$ cat config.mk
export PLATFORM = sky130hd
export DESIGN_NAME = hazard_ctrl
export DESIGN_NICKNAME = d
export VERILOG_FILES = /design/src/rtl/mips_pkg.sv /design/src/rtl/hazard_ctrl_md_timer.sv /design/src/rtl/hazard_ctrl.sv
export SDC_FILE = /design/constraint.sdc
export NUM_CORES = 1
export LEC_CHECK = 0
export CAP_MARGIN = 40
export CORE_AREA = 2 2 39 41
export DETAILED_ROUTE_END_ITERATION = 10
export DIE_AREA = 0 0 41 43
export RECOVER_POWER = 100
export SYNTH_ARGS = -nofsm -noshare
export SYNTH_HDL_FRONTEND = slang
export SYNTH_SLANG_ARGS = --single-unit
$ cat constraint.sdc
create_clock -name vclk -period 3.46
set_clock_uncertainty 0.1 [all_clocks]
set_input_delay 0.346 -clock vclk [all_inputs]
set_output_delay 0.346 -clock vclk [all_outputs]
set_load 0.1 [all_outputs]
$ cat src/rtl/mips_pkg.sv
// Shared MIPS pipeline definitions: mult/div latencies, the mult/div
// unit state encoding and the countdown preload helper.
package mips_pkg;

    localparam int MD_MUL_LAT = 4;
    localparam int MD_DIV_LAT = 32;
    localparam int MD_CNT_W   = 6;

    typedef enum logic {
        IDLE    = 1'b0,
        MD_BUSY = 1'b1
    } md_state_e;

    // Countdown preload: the unit stays busy for LAT cycles, so the counter
    // starts at LAT-1 and the last busy cycle is the one where it reads zero.
    function automatic logic [MD_CNT_W-1:0] md_cnt_init(input logic is_div);
        logic [MD_CNT_W-1:0] val;
        if (is_div) begin
            val = MD_CNT_W'(MD_DIV_LAT - 1);
        end else begin
            val = MD_CNT_W'(MD_MUL_LAT - 1);
        end
        return val;
    endfunction

endpackage

$ cat src/rtl/hazard_ctrl_md_timer.sv
// md_timer: mult/div occupancy timer (IDLE / MD_BUSY plus a down-counter).
// Only built when HAZARD_CTRL_MD_EN is defined; without it the hazard
// controller has no mult/div tracking at all.
`ifdef HAZARD_CTRL_MD_EN
module md_timer
    import mips_pkg::*;
(
    input  logic clk,
    input  logic reset,
    input  logic md_start,
    input  logic md_div,
    output logic md_busy
);

    md_state_e           state_q;
    md_state_e           state_d;
    logic [MD_CNT_W-1:0] md_cnt_q;
    logic [MD_CNT_W-1:0] md_cnt_d;

    // State and countdown registers; reset clears them immediately, even mid-countdown.
    always_ff @(posedge clk or posedge reset) begin
        if (reset) begin
            state_q  <= IDLE;
            md_cnt_q <= 6'd0;
        end else begin
            state_q  <= state_d;
            md_cnt_q <= md_cnt_d;
        end
    end

    // Next state: issue loads the counter, busy counts down; a new start while busy is ignored.
    always_comb begin
        state_d  = state_q;
        md_cnt_d = md_cnt_q;
        case (state_q)
            IDLE: begin
                if (md_start) begin
                    md_cnt_d = md_cnt_init(md_div);
                    state_d  = MD_BUSY;
                end else begin
                    md_cnt_d = md_cnt_q;
                end
            end
            MD_BUSY: begin
                if (md_cnt_q == 6'd0) begin
                    state_d = IDLE;
                end else begin
                    md_cnt_d = md_cnt_q - 6'd1;
                end
            end
            default: begin
                state_d  = IDLE;
                md_cnt_d = 6'd0;
            end
        endcase
    end

    // Busy flag is a direct decode of the state flop, so it is glitch-free.
    always_comb begin
        md_busy = (state_q == MD_BUSY);
    end

endmodule
`endif

$ cat src/rtl/hazard_ctrl.sv
// hazard_ctrl: pipeline stall/flush/bubble generation for the 5-stage MIPS.
// Handles load-use hazards, taken-branch flushes and (optionally, with
// HAZARD_CTRL_MD_EN defined) mult/div unit occupancy via md_timer.
module hazard_ctrl
    import mips_pkg::*;
(
    input  logic       clk,
    input  logic       reset,
    input  logic [4:0] id_rs,
    input  logic [4:0] id_rt,
    input  logic       id_uses_rt,
    input  logic       ex_memread,
    input  logic [4:0] ex_rt,
    input  logic       branch_taken,
    input  logic       md_start,
    input  logic       md_div,
    input  logic       id_md_use,
    output logic       pc_stall,
    output logic       ifid_stall,
    output logic       ifid_flush,
    output logic       idex_bubble,
    output logic       md_busy
);

    logic load_use_s;
    logic md_hold_s;

`ifdef HAZARD_CTRL_MD_EN
    md_timer u_md_timer (
        .clk      (clk),
        .reset    (reset),
        .md_start (md_start),
        .md_div   (md_div),
        .md_busy  (md_busy)
    );

    // An instruction touching HI/LO or the unit must wait while the unit is
    // occupied, including the cycle the operation is being issued.
    assign md_hold_s = (md_busy | md_start) & id_md_use;
`else
    logic unused_md_s;
    assign unused_md_s = md_start ^ md_div ^ id_md_use;
    assign md_busy     = 1'b0;
    assign md_hold_s   = 1'b0;
`endif

    // Load-use detection; $zero is never a real dependency.
    always_comb begin
        load_use_s = ex_memread && (ex_rt != 5'd0) &&
                     ((ex_rt == id_rs) || (id_uses_rt && (ex_rt == id_rt)));
    end

    // Pipeline control: branch flush wins over any stall; all quiet during reset.
    always_comb begin
        pc_stall    = 1'b0;
        ifid_stall  = 1'b0;
        ifid_flush  = 1'b0;
        idex_bubble = 1'b0;
        if (reset) begin
            pc_stall    = 1'b0;
            ifid_stall  = 1'b0;
            ifid_flush  = 1'b0;
            idex_bubble = 1'b0;
        end else if (branch_taken) begin
            ifid_flush  = 1'b1;
            idex_bubble = 1'b1;
        end else if (load_use_s || md_hold_s) begin
            pc_stall    = 1'b1;
            ifid_stall  = 1'b1;
            idex_bubble = 1'b1;
        end else begin
            idex_bubble = 1'b0;
        end
    end

endmodule

## Yosys cells after proc, flatten, opt, wreduce, memory -nomap -nowiden

Cells that the tools add are included.

| word-level totals | value |
|---|---|
| flip-flop bits (word level) | 0 |
| input bits | 23 |
| logic and storage cells | 14 |

| operators by class | value |
|---|---|
| equal/unequal tests | 2 |
| multiplexer cells | 7 |
| reduce and logical (&&, ||, !) cells | 5 |

Operators by type and width:

| kind | count |
|---|---|
| 5-bit equality test | 2 |
| 1-bit 2-to-1 mux | 7 |
| 5-bit nonzero test | 1 |
| 1-bit logical AND | 3 |
| 1-bit logical OR | 1 |

## Longest topological paths before layout

Gate-level depths: netlist (run 1).

| logic depth | value |
|---|---|
| depth after elaboration | 7 |
| gate-level depth with buffers | 5 |
| depth with buffers taken out | 4 |

## Least setup slack after synthesis (run 1)

OpenSTA, ideal clock, no wires.

| path | value |
|---|---|
| path kind | input to output |
| from | in reset |
| to | out idex_bubble |
| arrival time | 2.647 ns |
| setup slack | 0.367 ns |
| stages | 2 |
| cells stage by stage | nor2b_1 -> o21bai_1 |

| between the ends | value |
|---|---|
| cells in the longest elaborated chain, start to end | 1 |

Ends and longest elaborated chain:

| element | line | text |
|---|---|---|
| start, declared | hazard_ctrl.sv:8 | `input logic reset,` |
| 1-bit 2-to-1 mux | hazard_ctrl.sv:59 | `if (reset) begin` |
| end, declared | hazard_ctrl.sv:21 | `output logic idex_bubble,` |

No other way between the ends.

## Worst setup path in the final report (run 1)

| path | value |
|---|---|
| from | in ex_rt[3] |
| to | out pc_stall |

| between the ends | value |
|---|---|
| cells in the longest elaborated chain, start to end | 7 |
| elaborated cells between the ends (all ways) | 10 |
| those cells by class | eq/ne: 2; mux: 3; reduce/logical: 5 |

Ends and longest elaborated chain:

| element | line | text |
|---|---|---|
| start, declared | hazard_ctrl.sv:13 | `input logic [4:0] ex_rt,` |
| 5-bit equality test | hazard_ctrl.sv:50 | `((ex_rt == id_rs) \|\| (id_uses_rt && (ex_rt == id_rt)));` |
| 1-bit logical AND | hazard_ctrl.sv:50 |  |
| 1-bit logical OR | hazard_ctrl.sv:50 |  |
| 1-bit logical AND * | hazard_ctrl.sv:49 | `load_use_s = ex_memread && (ex_rt != 5'd0) &&` |
| 1-bit 2-to-1 mux * | hazard_ctrl.sv:67 | `end else if (load_use_s \|\| md_hold_s) begin` |
| 1-bit 2-to-1 mux * | hazard_ctrl.sv:64 | `end else if (branch_taken) begin` |
| 1-bit 2-to-1 mux * | hazard_ctrl.sv:59 |  |
| end, declared | hazard_ctrl.sv:18 | `output logic pc_stall,` |

Mark *: on every way between the ends. The rest lies on a longest branch, timed or not.

==> metrics, run 1 <==
fin crit period approximately 2600 ps; XOR/XNOR Fraction of Synth Area 0.496; DR vias between 200 and 250; Yosys top cell area share 0.447; placed cell areas around 400 µm²; GRT overflow 0; largest net degree at the start of global routing 4; CP max FO 3; HP Class in2out; outcome complete, no violations; main combinational cell family by area after synthesis XOR/XNOR gates; global-route wire length before repair approximately 840 µm; Syn-to-layout area delta 123%; setup bufs post-CTS 0; gpl congestion 0.562; startpoint type of the worst setup path input port; I/O pin total 28; WL final between 500 and 600 µm; # rows 14; Power Density around 140 nW/µm²; fmax 380 MHz; WP data required around 3000 ps; slew margin rel. 0.229; Crit Path Class in2out; Synth Area in Simple Gates 0.255; post-CTS resize count 0; WL/cell about 8.8 µm; sequential share of the synthesized area 0; final hold violation count 0; Initial Utilization 0.127; vias in the first global route approximately 230; Worst Hold Endpoint idex_bubble; final net count 69; Syn Std Cell Area between 150 and 200 µm²; FF/Latch Area 0 µm²; Crit. End Element primary output; hold path cells 5; top cell type by total area after synthesis xor2_1; hold path start ex_memread; post-route cell area 393 µm²; die height 43 µm; Compound-Gate Fraction of Synth Area 0.142; most common cell after layout, fill and taps aside clkdlybuf4s50_1; RSZ-0062 raised after global routing false; cells after synthesis 23; Seq Cell Count 0; DIE WIDTH 41 µm; Final Cycle Share 0.760; Leakage 0.000147 µW; placed wire-length estimate a little under 500 µm; Die ar. around 1800 µm²; Worst Tran Pin Value roughly 1200 ps; clock buf count 0; core footprint around 1400 µm²; Max IR drop VDD about 0.032 mV; layout cells sized above 1 0.114; Total GRT Usage 0.0639; antenna violations before repair 0; Ant. Diodes 0; PortBufs 23; setup violators final 0; DRT antenna net count 0; post-synthesis mux area share 0; synth warn 0; Synth area leaders xor2_1 (45%), buf_4 (8.5%), nor2b_1 (7.1%), nor3_2 (5.7%), a32oi_1 (5.0%); # DRC 0; DRT Pass-1 Iters 1; fin. max-slew vios 0; DR iter-0 viols 0; syn_area_per_cell roughly 7.7 µm²; setup TNS 0 ps; most frequent cells in the layout clkdlybuf4s50_1 (19), xor2_1 (9), nor2b_1 (2), clkbuf_2 (2); post-synthesis net count 46; Worst EP arrival between 2000 and 2500 ps; adder-cell area share of the yosys netlist 0; Unique masters post-synth 13; number of max-cap violations 0; vias per std cell around 3.6; CTS Hold Buffers Added 0
==> cells by family (layout without fill, tap and decap cells) <==
family          after synthesis  after routing
compound gates                3              3
xor+xnor                     10             10
buf+inv                       2             23
other cells                   1              1
simple gates                  7              7
==> cells in the mapped netlist <==
cell / instances
a32oi_1: 1
buf_4: 2
conb_1: 1
nor2_1: 1
nor2b_1: 2
nor3_1: 1
nor3_2: 1
nor4_1: 1
o21ai_2: 1
o21bai_1: 1
or4_1: 1
xnor2_1: 1
xor2_1: 9
==> metrics by stage <==
stage	hold WS (ps)	total power [µW]	worst slack (ps)	util	cells
global route	1500	59.7	686	0.284	60
floorplan	780	29.1	367	-	23
finish	1470	55.9	831	0.284	60
CTS	1370	57.3	935	0.290	60
global placement	1350	56.8	969	0.290	60
detailed placement	1360	57.0	926	0.290	60
==> routing by layer <==
metal / global-route usage / share of wire / vias up
met4: 0 / 0 / 0
met5: 0 / 0 / -
met2: 0.134 / 0.58 / 10
met1: 0.0665 / 0.32 / 88
li1: - / - / 120
met3: 0 / 0.11 / 0
==> where the power goes <==
part	switching [µW]	internal [µW]	leakage [µW]	total, µW
Sequential	0	0	0	0
Clock	0	0	0	0
Combinational	28.6	27.4	0.000147	55.9
Total	28.6	27.4	0.000147	55.9
==> area by class of cell <==
type / count / area [µm²]
fillers: 170 / 991
well taps: 16 / 20.0
repair buffers: 23 / 211
multi-input cells: 21 / 161
==> worst max-delay path by stage <==
| stage | startpoint | endpoint | slack [ps] | depth (start not counted) |
|---|---|---|---|---|
| 2_1_floorplan | reset | idex_bubble | 370 | 2 |
| 3_3_place_gp | ex_rt[3] | pc_stall | 970 | 6 |
| 3_5_place_dp | ex_rt[3] | pc_stall | 930 | 6 |
| 4_1_cts | ex_rt[3] | pc_stall | 930 | 6 |
| 5_1_grt | ex_rt[3] | ifid_stall | 690 | 6 |
| 6_report | ex_rt[3] | pc_stall | 830 | 6 |
==> critical path, stage by stage <==
cell and delay, ps:
clkdlybuf4s50_1 470, xor2_1 180, nor4_1 300, a32oi_1 190
nor3_2 200, clkbuf_2 480
Note: power is estimated with default switching activity, not from simulation.
==> run 2, diff against run 1 <==
clock period = 2.7 ns   (was 3.46 ns; I/O delays follow)
==> run 2 against run 1 <==
Net effect: first-iteration DRC count is the same; routed wire length grew 0.57%; sequential share of layout area is the same; largest power group unchanged; flip-flop and latch count is the same; hold slack lost 290 ps; critical path depth is the same; core utilization grew 2.8 points; non-clock buffer count is the same; combinational power grew 38%; count of clock-buffer cells in the layout is the same; global-route usage grew 0.10 points; die area is the same.
==> metrics, run 2 (synthesized netlist as in run 1, its figures left out) <==
number of max-cap violations 0; WL/cell a little under 9 µm; multi-input logic area about 170 µm²; setup bufs post-CTS 0; WP data required approximately 2300 ps; most frequent cells in the layout clkdlybuf4s50_1 (19), xor2_1 (9), buf_12 (2); outcome complete, no violations; most common cell after layout, fill and taps aside clkdlybuf4s50_1; largest net degree at the start of global routing 4; vias in the first global route ~230; hold slack around 1200 ps; Ant. Diodes 0; # DRC 0; fin. max-slew vios 0; post-CTS resize count 0; WL final ~530 µm; Power Density about 180 nW/µm²; Final Cycle Share 0.908; fmax ~410 MHz; Leakage between 0.00015 and 0.0002 µW; Crit path largest cell delay approximately 470 ps; Seq Cell Count 0; setup TNS 0 ps; setup violators final 0; CP max-delay cell clkdlybuf4s50_1; Non-Filler Instances 60; Crit. End Element primary output; startpoint type of the worst setup path input port; DR vias approximately 230; final core occ 0.312; die height ~43 µm; filler instances around 150; FF/Latch Area 0 µm²; Worst Tran Pin Value 1170 ps; Crit Path Class in2out; Worst EP arrival about 2100 ps; final hold violation count 0; Syn-to-layout area delta 145%; pre-CTS setup slack 307 ps; # rows 14; Initial Utilization 0.127; I/O pin total 28; fin crit period 2450 ps; slew margin rel. 0.226; DIE WIDTH between 40 and 50 µm; RSZ-0062 raised after global routing false; antenna violations before repair 0; # placed instances 60; final net count 69; core footprint 1380 µm²; WP buf/inv 2; DR iter-0 viols 0; placed wire-length estimate around 500 µm; slack of the critical path about 250 ps; hold path cells 3; gpl congestion 0.565; WP depth 6; Max IR drop VDD around 0.055 mV; layout cells sized above 1 0.136; Crit path max-delay family buffers and inverters; Total GRT Usage 0.0649; clock buf count 0; CP Cell Sequence clkdlybuf4s50_1, xor2_1, nor4_1, a32oi_1, nor3_4, clkbuf_4; CTS Hold Buffers Added 0; PortBufs 23; DRT Pass-1 Iters 1; CP max FO 3; GRT overflow 0; DRT antenna net count 0; Die ar. 1760 µm²; global-route wire length before repair about 850 µm; HP Class in2out; vias per std cell a little under 4
run 2: changes by cell type in the layout (fill, tap and decap cells not counted), sizes merged:
cell	change
buf	+1
clkbuf	-1
run 2: worst min-delay path, cell delays in order:
cell and delay (ps):
clkdlybuf4s50_1 520, nor3_4 70, buf_12 160
run 2: final cells by class:
| cell class | instances | area share |
|---|---|---|
| Timing Repair Buffer | 23 | 0.559 |
| Multi-Input combinational cell | 21 | 0.394 |
| Tap cell | 16 | 0.0464 |
run 2: power by group:
| group | internal, µW | total [µW] | switching (µW) |
|---|---|---|---|
| Sequential | 0 | 0 | 0 |
| Clock | 0 | 0 | 0 |
| Combinational | 38.2 | 76.9 | 38.7 |
run 2: worst paths after layout:
| check | from | to | slack [ps] |
|---|---|---|---|
| worst max-delay path | ex_rt[3] | pc_stall | 250 |
| worst min-delay path | branch_taken | ifid_stall | 1190 |
run 2: stage by stage:
stage               cell area (µm²)  power [µW]
finish                          432        76.9
global route                    432        81.6
CTS                             448        78.9
detailed placement              448        78.5
global placement                448        77.9
floorplan                       185        38.2
run 2: layer usage:
metal | vias up | track usage | share of wire
li1 | 120 | - | -
met1 | 95 | 0.0791 | 0.38
met2 | 19 | 0.122 | 0.46
met3 | 0 | 0.00524 | 0.16
met4 | 0 | 0 | 0
met5 | - | 0 | 0
